### src/rtl/time_ctrl_pkg.sv
// Shared encodings and default timing constants
// for the time-setting controller and display.
package time_ctrl_pkg;

  localparam int MODE_W = 2;

  typedef enum logic [MODE_W-1:0] {
    MODE_RUN      = 2'd0,
    MODE_SET_HOUR = 2'd1,
    MODE_SET_MIN  = 2'd2
  } mode_e;

  localparam int HOLD_CYCLES_DEF   = 500;
  localparam int REPEAT_CYCLES_DEF = 100;
  localparam int TIMEOUT_TICKS_DEF = 30;
  localparam int CNT_W_DEF         = 16;

endpackage

### src/rtl/key_repeat.sv
// Rising-edge detector with hold-then-repeat
// auto-repeat; pulse is a same-cycle strobe.
module key_repeat
  import time_ctrl_pkg::*;
#(
  parameter int HOLD_CYCLES   = HOLD_CYCLES_DEF,
  parameter int REPEAT_CYCLES = REPEAT_CYCLES_DEF,
  parameter int CNT_W         = CNT_W_DEF
) (
  input  logic clk,
  input  logic reset,
  input  logic btn,
  input  logic clr,
  output logic pulse
);

  logic             prev_q;
  logic             act_q, act_d;
  logic             rep_q, rep_d;
  logic [CNT_W-1:0] cnt_q, cnt_d;
  logic [CNT_W-1:0] lim;
  logic             edge_w;

  assign edge_w = btn & ~prev_q;
  assign lim    = rep_q ? CNT_W'(REPEAT_CYCLES)
                        : CNT_W'(HOLD_CYCLES);

  // act_q stays low after a clear until a fresh press
  always_comb begin
    pulse = 1'b0;
    act_d = act_q;
    rep_d = rep_q;
    cnt_d = cnt_q;
    if (clr || !btn) begin
      act_d = 1'b0;
      rep_d = 1'b0;
      cnt_d = '0;
    end else if (edge_w) begin
      pulse = 1'b1;
      act_d = 1'b1;
      rep_d = 1'b0;
      cnt_d = CNT_W'(1);
    end else if (act_q) begin
      cnt_d = cnt_q + CNT_W'(1);
      if (cnt_d == lim) begin
        pulse = 1'b1;
        rep_d = 1'b1;
        cnt_d = '0;
      end
    end
  end

  always_ff @(posedge clk) begin
    if (reset) begin
      prev_q <= 1'b1;
      act_q  <= 1'b0;
      rep_q  <= 1'b0;
      cnt_q  <= '0;
    end else begin
      prev_q <= btn;
      act_q  <= act_d;
      rep_q  <= rep_d;
      cnt_q  <= cnt_d;
    end
  end

endmodule

### src/rtl/time_set_ctrl.sv
// Mode FSM turning tick and buttons into registered
// command pulses and blink flags for the time counter.
module time_set_ctrl
  import time_ctrl_pkg::*;
#(
  parameter int HOLD_CYCLES   = HOLD_CYCLES_DEF,
  parameter int REPEAT_CYCLES = REPEAT_CYCLES_DEF,
  parameter int TIMEOUT_TICKS = TIMEOUT_TICKS_DEF,
  parameter int CNT_W         = CNT_W_DEF
) (
  input  logic              clk,
  input  logic              reset,
  input  logic              tick_1hz,
  input  logic              btn_mode,
  input  logic              btn_inc,
  input  logic              btn_fmt,
  output logic              sec_en,
  output logic              sec_clr,
  output logic              min_inc,
  output logic              hour_inc,
  output logic              toggle,
  output logic              blink_hour,
  output logic              blink_min,
  output logic [MODE_W-1:0] mode
);

  localparam int TO_W = $clog2(TIMEOUT_TICKS + 1);

  mode_e           state_q, state_d;
  logic            mprev_q, fprev_q;
  logic            phase_q, phase_d;
  logic [TO_W-1:0] to_q, to_d;
  logic            sec_en_q, sec_clr_q, min_q, hour_q;
  logic            tog_q, bh_q, bm_q;
  logic            mode_edge, fmt_edge;
  logic            in_set, inc_clr, inc_pulse;
  logic            clear_evt, to_hit;

  assign mode_edge = btn_mode & ~mprev_q;
  assign fmt_edge  = btn_fmt & ~fprev_q;
  assign in_set    = (state_q != MODE_RUN);
  // a mode edge swallows any same-cycle increment
  assign inc_clr   = !in_set || mode_edge;
  assign clear_evt = mode_edge | fmt_edge | inc_pulse;
  assign to_hit    = in_set && tick_1hz && !clear_evt &&
                     (to_q == TO_W'(TIMEOUT_TICKS - 1));

  key_repeat #(
    .HOLD_CYCLES  (HOLD_CYCLES),
    .REPEAT_CYCLES(REPEAT_CYCLES),
    .CNT_W        (CNT_W)
  ) u_inc (
    .clk  (clk),
    .reset(reset),
    .btn  (btn_inc),
    .clr  (inc_clr),
    .pulse(inc_pulse)
  );

  always_comb begin
    state_d = state_q;
    if (mode_edge) begin
      unique case (state_q)
        MODE_RUN:      state_d = MODE_SET_HOUR;
        MODE_SET_HOUR: state_d = MODE_SET_MIN;
        default:       state_d = MODE_RUN;
      endcase
    end else if (to_hit) begin
      state_d = MODE_RUN;
    end
  end

  always_comb begin
    to_d = to_q;
    if (!in_set || clear_evt || state_d != state_q)
      to_d = '0;
    else if (tick_1hz)
      to_d = to_q + TO_W'(1);
  end

  always_comb begin
    phase_d = phase_q;
    if (state_d != MODE_RUN && state_d != state_q)
      phase_d = 1'b1;
    else if (tick_1hz)
      phase_d = ~phase_q;
  end

  always_ff @(posedge clk) begin
    if (reset) begin
      state_q   <= MODE_RUN;
      mprev_q   <= 1'b1;
      fprev_q   <= 1'b1;
      phase_q   <= 1'b1;
      to_q      <= '0;
      sec_en_q  <= 1'b0;
      sec_clr_q <= 1'b0;
      min_q     <= 1'b0;
      hour_q    <= 1'b0;
      tog_q     <= 1'b0;
      bh_q      <= 1'b0;
      bm_q      <= 1'b0;
    end else begin
      state_q   <= state_d;
      mprev_q   <= btn_mode;
      fprev_q   <= btn_fmt;
      phase_q   <= phase_d;
      to_q      <= to_d;
      sec_en_q  <= !in_set && tick_1hz;
      sec_clr_q <= !in_set && mode_edge;
      min_q     <= inc_pulse &&
                   (state_q == MODE_SET_MIN);
      hour_q    <= inc_pulse &&
                   (state_q == MODE_SET_HOUR);
      tog_q     <= fmt_edge;
      bh_q      <= phase_d &&
                   (state_d == MODE_SET_HOUR);
      bm_q      <= phase_d &&
                   (state_d == MODE_SET_MIN);
    end
  end

  assign sec_en     = sec_en_q;
  assign sec_clr    = sec_clr_q;
  assign min_inc    = min_q;
  assign hour_inc   = hour_q;
  assign toggle     = tog_q;
  assign blink_hour = bh_q;
  assign blink_min  = bm_q;
  assign mode       = state_q;

endmodule

### config.mk
export PLATFORM = sky130hd
export DESIGN_NAME = time_set_ctrl
export DESIGN_NICKNAME = d
export VERILOG_FILES = /design/src/rtl/time_ctrl_pkg.sv /design/src/rtl/key_repeat.sv /design/src/rtl/time_set_ctrl.sv
export SDC_FILE = /design/constraint.sdc
export NUM_CORES = 1
export LEC_CHECK = 0
export ABC_AREA = 1
export CORE_UTILIZATION = 55
export CTS_CLUSTER_SIZE = 10
export DETAILED_ROUTE_END_ITERATION = 8
export PLACE_DENSITY_LB_ADDON = 0.2
export RECOVER_POWER = 100
export SYNTH_ARGS = -nofsm -noshare
export SYNTH_HDL_FRONTEND = slang
export SYNTH_HIERARCHICAL = 1
export SYNTH_SLANG_ARGS = --single-unit
export TNS_END_PERCENT = 10
### constraint.sdc
create_clock -name clk -period 3.6 [get_ports clk]
set_clock_uncertainty 0.2 [all_clocks]
set_input_delay 0.72 -clock clk [delete_from_list [all_inputs] [get_ports clk]]
set_output_delay 0.72 -clock clk [all_outputs]
set_load 0.01 [all_outputs]
# ---- After elaboration in Yosys (flattened, before gate mapping)
# Cells that the tools add are included.
dict set report totals {
  regBits 36
  in_bits 6
  out_inout_bits 9
  elab_cells 73
}
dict set report op_classes {
  n_addsub 2
  eq_ne 7
  muxes 13
  bitwise 9
  n_reduce_logical 25
}
# cell count
set op_table {}
lappend op_table {{16-bit by 1-bit adder with 16-bit output (second input constant)} 1}
lappend op_table {{16-bit equality test} 1}
lappend op_table {{16-bit 2-to-1 mux} 1}
lappend op_table {{1-bit logical AND} 10}
lappend op_table {{9-bit 2-to-1 mux} 1}
lappend op_table {{1-bit 2-to-1 mux} 8}
lappend op_table {{2-bit nonzero test} 3}
lappend op_table {{5-bit by 1-bit adder with 5-bit output (second input constant)} 1}
lappend op_table {{5-bit equality test (second input constant)} 1}
lappend op_table {{2-bit by 1-bit equality test with 1-bit output (second input constant)} 2}
lappend op_table {{2-bit equality test (second input constant)} 2}
lappend op_table {{1-bit logical OR} 4}
lappend op_table {{2-bit 2-to-1 mux} 2}
lappend op_table {{1-bit inverter} 4}
lappend op_table {{2-bit case mux with 2 select lines} 1}
lappend op_table {{2-bit OR reduction} 2}
lappend op_table {{1-bit bitwise AND} 3}
lappend op_table {{1-bit zero test} 3}
lappend op_table {{3-bit OR reduction} 1}
lappend op_table {{2-bit zero test} 1}
lappend op_table {{2-bit inequality test} 1}
lappend op_table {{1-bit bitwise OR} 2}
lappend op_table {{2-bit AND reduction} 1}

# ---- Longest topological paths before layout
dict set report logic_depth {
  ltp_word 16
  mapped_depth 21
  mapped_depth_nobuf 21
}

# ---- Cells and area by module
# The synthesis kept the hierarchy.
# mod n_inst cells_each area_each_um2 seq_area_each_um2
set modules_own_cells {}
lappend modules_own_cells {key_repeat 1 230 1370.1 380.4}
lappend modules_own_cells {time_set_ctrl 1 83 680.7 340.3}

# ---- Worst setup path after synthesis
# OpenSTA, ideal clock, no wires.
dict set report synth_path {
  kind {reg-to-reg}
  startpoint {register u_inc.cnt_q[0]}
  endpoint {register bh_q (netlist: blink_hour)}
  setup_time_ps 64
  arrival_time_ps 2066
  required_ps 3336
  slack_ps 1270
  path_stages_with_launch 20
  n_path_buf 0
  period_less_slack_ps 2330
  cell_sequence {dfxtp_1 ha_1 nand3_4 nor2_2 nand2_1 nand2_1 nand2_1 nor2_1 nand2_2 nor2_4 nand3_2 a21oi_1 inv_1 nand2_1 nor2_4 nand2_1 nand2_1 nand2_1 nand2_1 nor2_1}
}
dict set report synth_via {
  elab_chain_cells 16
  word_cells_on_any_way 18
  classes_between {1 x add/sub; 3 x eq/ne; 7 x mux; 1 x bitwise; 6 x reduce/logical}
}
# item line_no
set synth_lines {}
lappend synth_lines {{start, declared} key_repeat.sv:20} ;# logic [CNT_W-1:0] cnt_q, cnt_d;
lappend synth_lines {{start signal, assigned} key_repeat.sv:63} ;# cnt_q <= cnt_d;
lappend synth_lines {{16-bit by 1-bit adder with 16-bit output (*)} key_repeat.sv:44} ;# cnt_d = cnt_q + CNT_W'(1);
lappend synth_lines {{16-bit equality test (*)} key_repeat.sv:45} ;# if (cnt_d == lim) begin
lappend synth_lines {{1-bit 2-to-1 mux (*)} key_repeat.sv:45}
lappend synth_lines {{1-bit 2-to-1 mux (*)} key_repeat.sv:43} ;# end else if (act_q) begin
lappend synth_lines {{1-bit 2-to-1 mux (*)} key_repeat.sv:38} ;# end else if (edge_w) begin
lappend synth_lines {{1-bit 2-to-1 mux (*)} key_repeat.sv:34} ;# if (clr || !btn) begin
lappend synth_lines {{net inc_pulse} time_set_ctrl.sv:36} ;# logic in_set, inc_clr, inc_pulse;
lappend synth_lines {{1-bit bitwise OR (*)} time_set_ctrl.sv:44} ;# assign clear_evt = mode_edge | fmt_edge | inc_pulse;
lappend synth_lines {{1-bit zero test (*)} time_set_ctrl.sv:45} ;# assign to_hit = in_set && tick_1hz && !clear_evt &&
lappend synth_lines {{1-bit logical AND (*) (2 in a row)} time_set_ctrl.sv:45}
lappend synth_lines {{2-bit 2-to-1 mux (*)} time_set_ctrl.sv:68} ;# end else if (to_hit) begin
lappend synth_lines {{2-bit 2-to-1 mux (*)} time_set_ctrl.sv:62} ;# if (mode_edge) begin
lappend synth_lines {{2-bit inequality test or 2-bit nonzero test (tied branches)} time_set_ctrl.sv:83} ;# if (state_d != MODE_RUN && state_d != state_q)
lappend synth_lines {{1-bit logical AND} time_set_ctrl.sv:83}
lappend synth_lines {{1-bit 2-to-1 mux} time_set_ctrl.sv:83}
lappend synth_lines {{1-bit logical AND (*)} time_set_ctrl.sv:116} ;# bh_q <= phase_d &&
lappend synth_lines {{end signal, assigned} time_set_ctrl.sv:116}
lappend synth_lines {{end, declared} time_set_ctrl.sv:34} ;# logic tog_q, bh_q, bm_q;
# The timed path passes the listed nets; every way through them passes the cells marked *.
# A chain may end at the register's enable or synchronous reset.

# ---- Final worst setup path
# Same ends and word-level chain as after synthesis.

==> metrics.log <==
[metrics] placed cell count: 368
[metrics] footprint of the multi-input gates: 1110 µm²
[metrics] category of the most critical setup path: reg2reg
[metrics] DRC violations left: 0
[metrics] FILL cells: 316
[metrics] Post-DP Area: 2220 µm²
[metrics] vias per inst: 5.01
[metrics] share of layout cells above drive strength 1: 0.112
[metrics] register bank with the most flops: u_inc/cnt_q
[metrics] global-route wire length before repair: 7450 µm
[metrics] maximum clock path buffer count: 2
[metrics] clock transition at the registers of the reported paths: 0.07 ns
[metrics] outcome: completed
[metrics] number of warnings reported in the yosys synthesis log: 6
[metrics] number of setup buffers added after CTS: 0
[metrics] cell internal power dissipation: 552 µW
[metrics] cells resized by post-CTS repair: 0
[metrics] leading post-synthesis cells by cell area: sky130_fd_sc_hd__dfxtp_1, sky130_fd_sc_hd__nand2_1, sky130_fd_sc_hd__inv_1, sky130_fd_sc_hd__nor2_1, sky130_fd_sc_hd__nand3_1
[metrics] First-pass DRT Iterations: 4
[metrics] Setup crit end kind: register
[metrics] part of the total power dissipated in sequential elements: 0.576
[metrics] Syn Std Cell Area: 2050 µm²
[metrics] wire length after detailed routing: 4100 µm
[metrics] routed via count: 1,880
[metrics] number of clock buffers inserted by TritonCTS: 5
[metrics] synthesized instance count: 313
[metrics] area fraction of the dominant cell type after synthesis: 0.351
[metrics] Worst Tran Pin Value: 0.598 ns
[metrics] overall global routing resource usage: 0.240
[metrics] sequential element share of the synthesized area: 0.351
[metrics] Post-Layout Inst Area: 2280 µm²
[metrics] Iteration-0 DRC Markers: 126
[metrics] Sinks on Clock Net: 36
[metrics] floorplan row count: 21
[metrics] unrepaired setup endpoints after global routing: false
[metrics] maximum number of pins on one net before global-route repair: 22
[metrics] hold-fix buffers at CTS: 0
[metrics] net switching component of the power: 154 µW
[metrics] Setup TNS: 0 ns
[metrics] FF+latch area: 721 µm²
[metrics] drt wl/cell: 10.9 µm
[metrics] P_leak: 0.000930 µW
[metrics] Area Overhead vs Synth: 11.4%
[metrics] max capacitance violation total: 0
[metrics] die width: 63.1 µm
[metrics] Crit path required time: 3.62 ns
[metrics] relative contribution of combinational cells to total power: 0.052
[metrics] arrival time reported for the critical path endpoint: 2.89 ns
[metrics] clock network fraction of total power: 0.371
[metrics] residual overflow from global routing: 0
[metrics] Clock Tree Root: sky130_fd_sc_hd__clkbuf_8
[metrics] final worst path period need: 2.87 ns
[metrics] Synth area leader: sky130_fd_sc_hd__dfxtp_1
[metrics] antenna violations before repair: 0
[metrics] average footprint of a synthesized cell: 6.55 µm²
[metrics] overall die height: 63.1 µm
[metrics] number of top-level pins: 15
[metrics] final-report setup violation count: 0
[metrics] achievable frequency: 349 MHz
[metrics] initial standard-cell utilization of the core: 0.596
[metrics] depth of the CTS H-tree: 2
[metrics] post-synthesis net count: 322
[metrics] Antenna Violating Nets Remaining: 0
[metrics] vias in the first global route: 1,775
[metrics] switching power as a share of total power: 0.218
[metrics] clock network latency to the later pin of the worst-skew pair: 0.28 ns
[metrics] final-report hold violation count: 0
[metrics] estimated wirelength of the detail-placed design: 3140 µm
[metrics] total power per unit cell area: 309 nW/µm²
[metrics] Rel. slew slack: 0.601
[metrics] final critical-path share of the clock period: 0.797
[metrics] placeable core area: 3440 µm²
[metrics] # diodes: 0
[metrics] number of non-filler instances in the completed layout: 375
[metrics] count of buffers inserted at the top-level ports: 14
[metrics] CP Launch Type: register
[metrics] peak fanout along the critical path: 6
[metrics] count of unique library cells instantiated by Yosys: 27
[metrics] VDD IR-drop max: 0.246 mV
[metrics] Largest register FFs: 16
[metrics] path type of the worst min-delay path: reg2reg
[metrics] final weighted congestion in routability-driven placement: 0.941
[metrics] Max Slew Vio Count: 0
[metrics] number of synthesized register bits: 36
[metrics] number of nets in the final layout: 338
[metrics] die outline area: 3980 µm²
[metrics] clock tree from TritonCTS: yes
[cells in the mapped netlist, drive strengths merged]
| library cell | count |
|---|---|
| a211oi | 1 |
| a21oi | 18 |
| buf | 2 |
| clkbuf | 3 |
| dfxtp | 36 |
| ha | 3 |
| inv | 48 |
| nand2 | 95 |
| nand3 | 27 |
| nand3b | 1 |
| nand4 | 7 |
| nor2 | 45 |
| nor3 | 8 |
| nor3b | 1 |
| o21ai | 7 |
| or2 | 6 |
| xnor2 | 3 |
| xor2 | 2 |
[power groups by stage]
stage	Clock, µW	Sequential, µW	Combinational (µW)
after floorplan	0	417	20.8
after global placement	0	416	38.3
after detailed placement	0	416	38.7
after CTS	274	407	39.0
after global routing	294	407	42.3
final	262	407	37.0
[cell type report]
cell class / count / area share
clock buffer: 6 / 0.0318
tap: 46 / 0.0252
timing repair buffer: 14 / 0.0613
multi-input combinational: 224 / 0.485
sequential: 36 / 0.315
inverter: 48 / 0.0789
clock inverter: 1 / 0.00219
[metal layers]
metal / part of all wire / GRT usage / vias to the layer above
li1: - / - / 1012
met1: 0.45 / 0.283 / 822
met2: 0.48 / 0.409 / 37
met3: 0.045 / 0.0525 / 9
met4: 0.020 / 0.116 / 0
met5: 0 / 0 / -
[metrics by stage]
| stage | utilization | hold WS, ns | worst slack (ns) | total power, µW |
|---|---|---|---|---|
| floorplan | - | 0.254 | 1.27 | 437 |
| global placement | 0.646 | 0.283 | 0.839 | 454 |
| detailed placement | 0.646 | 0.270 | 0.751 | 455 |
| CTS | 0.669 | 0.281 | 0.861 | 720 |
| global route | 0.664 | 0.319 | 0.495 | 743 |
| finish | 0.664 | 0.281 | 0.732 | 706 |
[final timing paths]
kind	startpoint	end	slack (ns)	cells past startpoint
max	u_inc/cnt_q[0]$_SDFFE_PP0P_	blink_hour$_SDFF_PP0_	0.73	21
min	u_inc/cnt_q[15]$_SDFFE_PP0P_	u_inc/cnt_q[15]$_SDFFE_PP0P_	0.28	2
max reg2reg	u_inc/cnt_q[0]$_SDFFE_PP0P_	blink_hour$_SDFF_PP0_	0.73	21
min reg2reg	u_inc/cnt_q[15]$_SDFFE_PP0P_	u_inc/cnt_q[15]$_SDFFE_PP0P_	0.28	2
[worst max-delay path: stages (launching register included)]
cell	delay [ns]
sky130_fd_sc_hd__dfxtp_1	0.41
sky130_fd_sc_hd__ha_1	0.31
sky130_fd_sc_hd__nand3_1	0.21
sky130_fd_sc_hd__inv_1	0.16
sky130_fd_sc_hd__nand2_1	0.07
sky130_fd_sc_hd__nand2_1	0.07
sky130_fd_sc_hd__nand2_1	0.09
sky130_fd_sc_hd__nand2_1	0.07
sky130_fd_sc_hd__nand2_1	0.05
sky130_fd_sc_hd__inv_1	0.05
sky130_fd_sc_hd__nand2_1	0.04
sky130_fd_sc_hd__nor2_1	0.17
sky130_fd_sc_hd__nand3_2	0.13
sky130_fd_sc_hd__a21oi_1	0.19
sky130_fd_sc_hd__inv_1	0.06
sky130_fd_sc_hd__nand2_1	0.11
sky130_fd_sc_hd__nor2_4	0.05
sky130_fd_sc_hd__nand2_1	0.08
sky130_fd_sc_hd__nand2_1	0.08
sky130_fd_sc_hd__nand2_1	0.06
sky130_fd_sc_hd__nand2_1	0.06
sky130_fd_sc_hd__nor2_1	0.08
[cells in the final DEF (no fill, tap or decap), drive strengths merged]
master	instances
dfxtp	36
nand3b	1
ha	3
or2	6
nand3	27
clkdlybuf4s50	2
xnor2	3
xor2	2
dlygate4sd3	12
nand4	7
clkbuf	6
nor3b	1
a21oi	18
nor2	45
clkinv	1
nor3	8
nand2	95
inv	48
a211oi	1
o21ai	7
[logic make-up (layout without fill, tap and decap cells)]
| kind of cell | count (synthesis) | in the layout | synth area share |
|---|---|---|---|
| and+or+nand+nor | 190 | 190 | 0.445 |
| DFF | 36 | 36 | 0.351 |
| buffers and inverters | 53 | 69 | 0.0994 |
| xor gates and xnor gates | 5 | 5 | 0.0214 |
| adders and majority gates | 3 | 3 | 0.0183 |
| AOI/OAI and AO/OA | 26 | 26 | 0.0647 |
(Power assumes the default switching activity.)
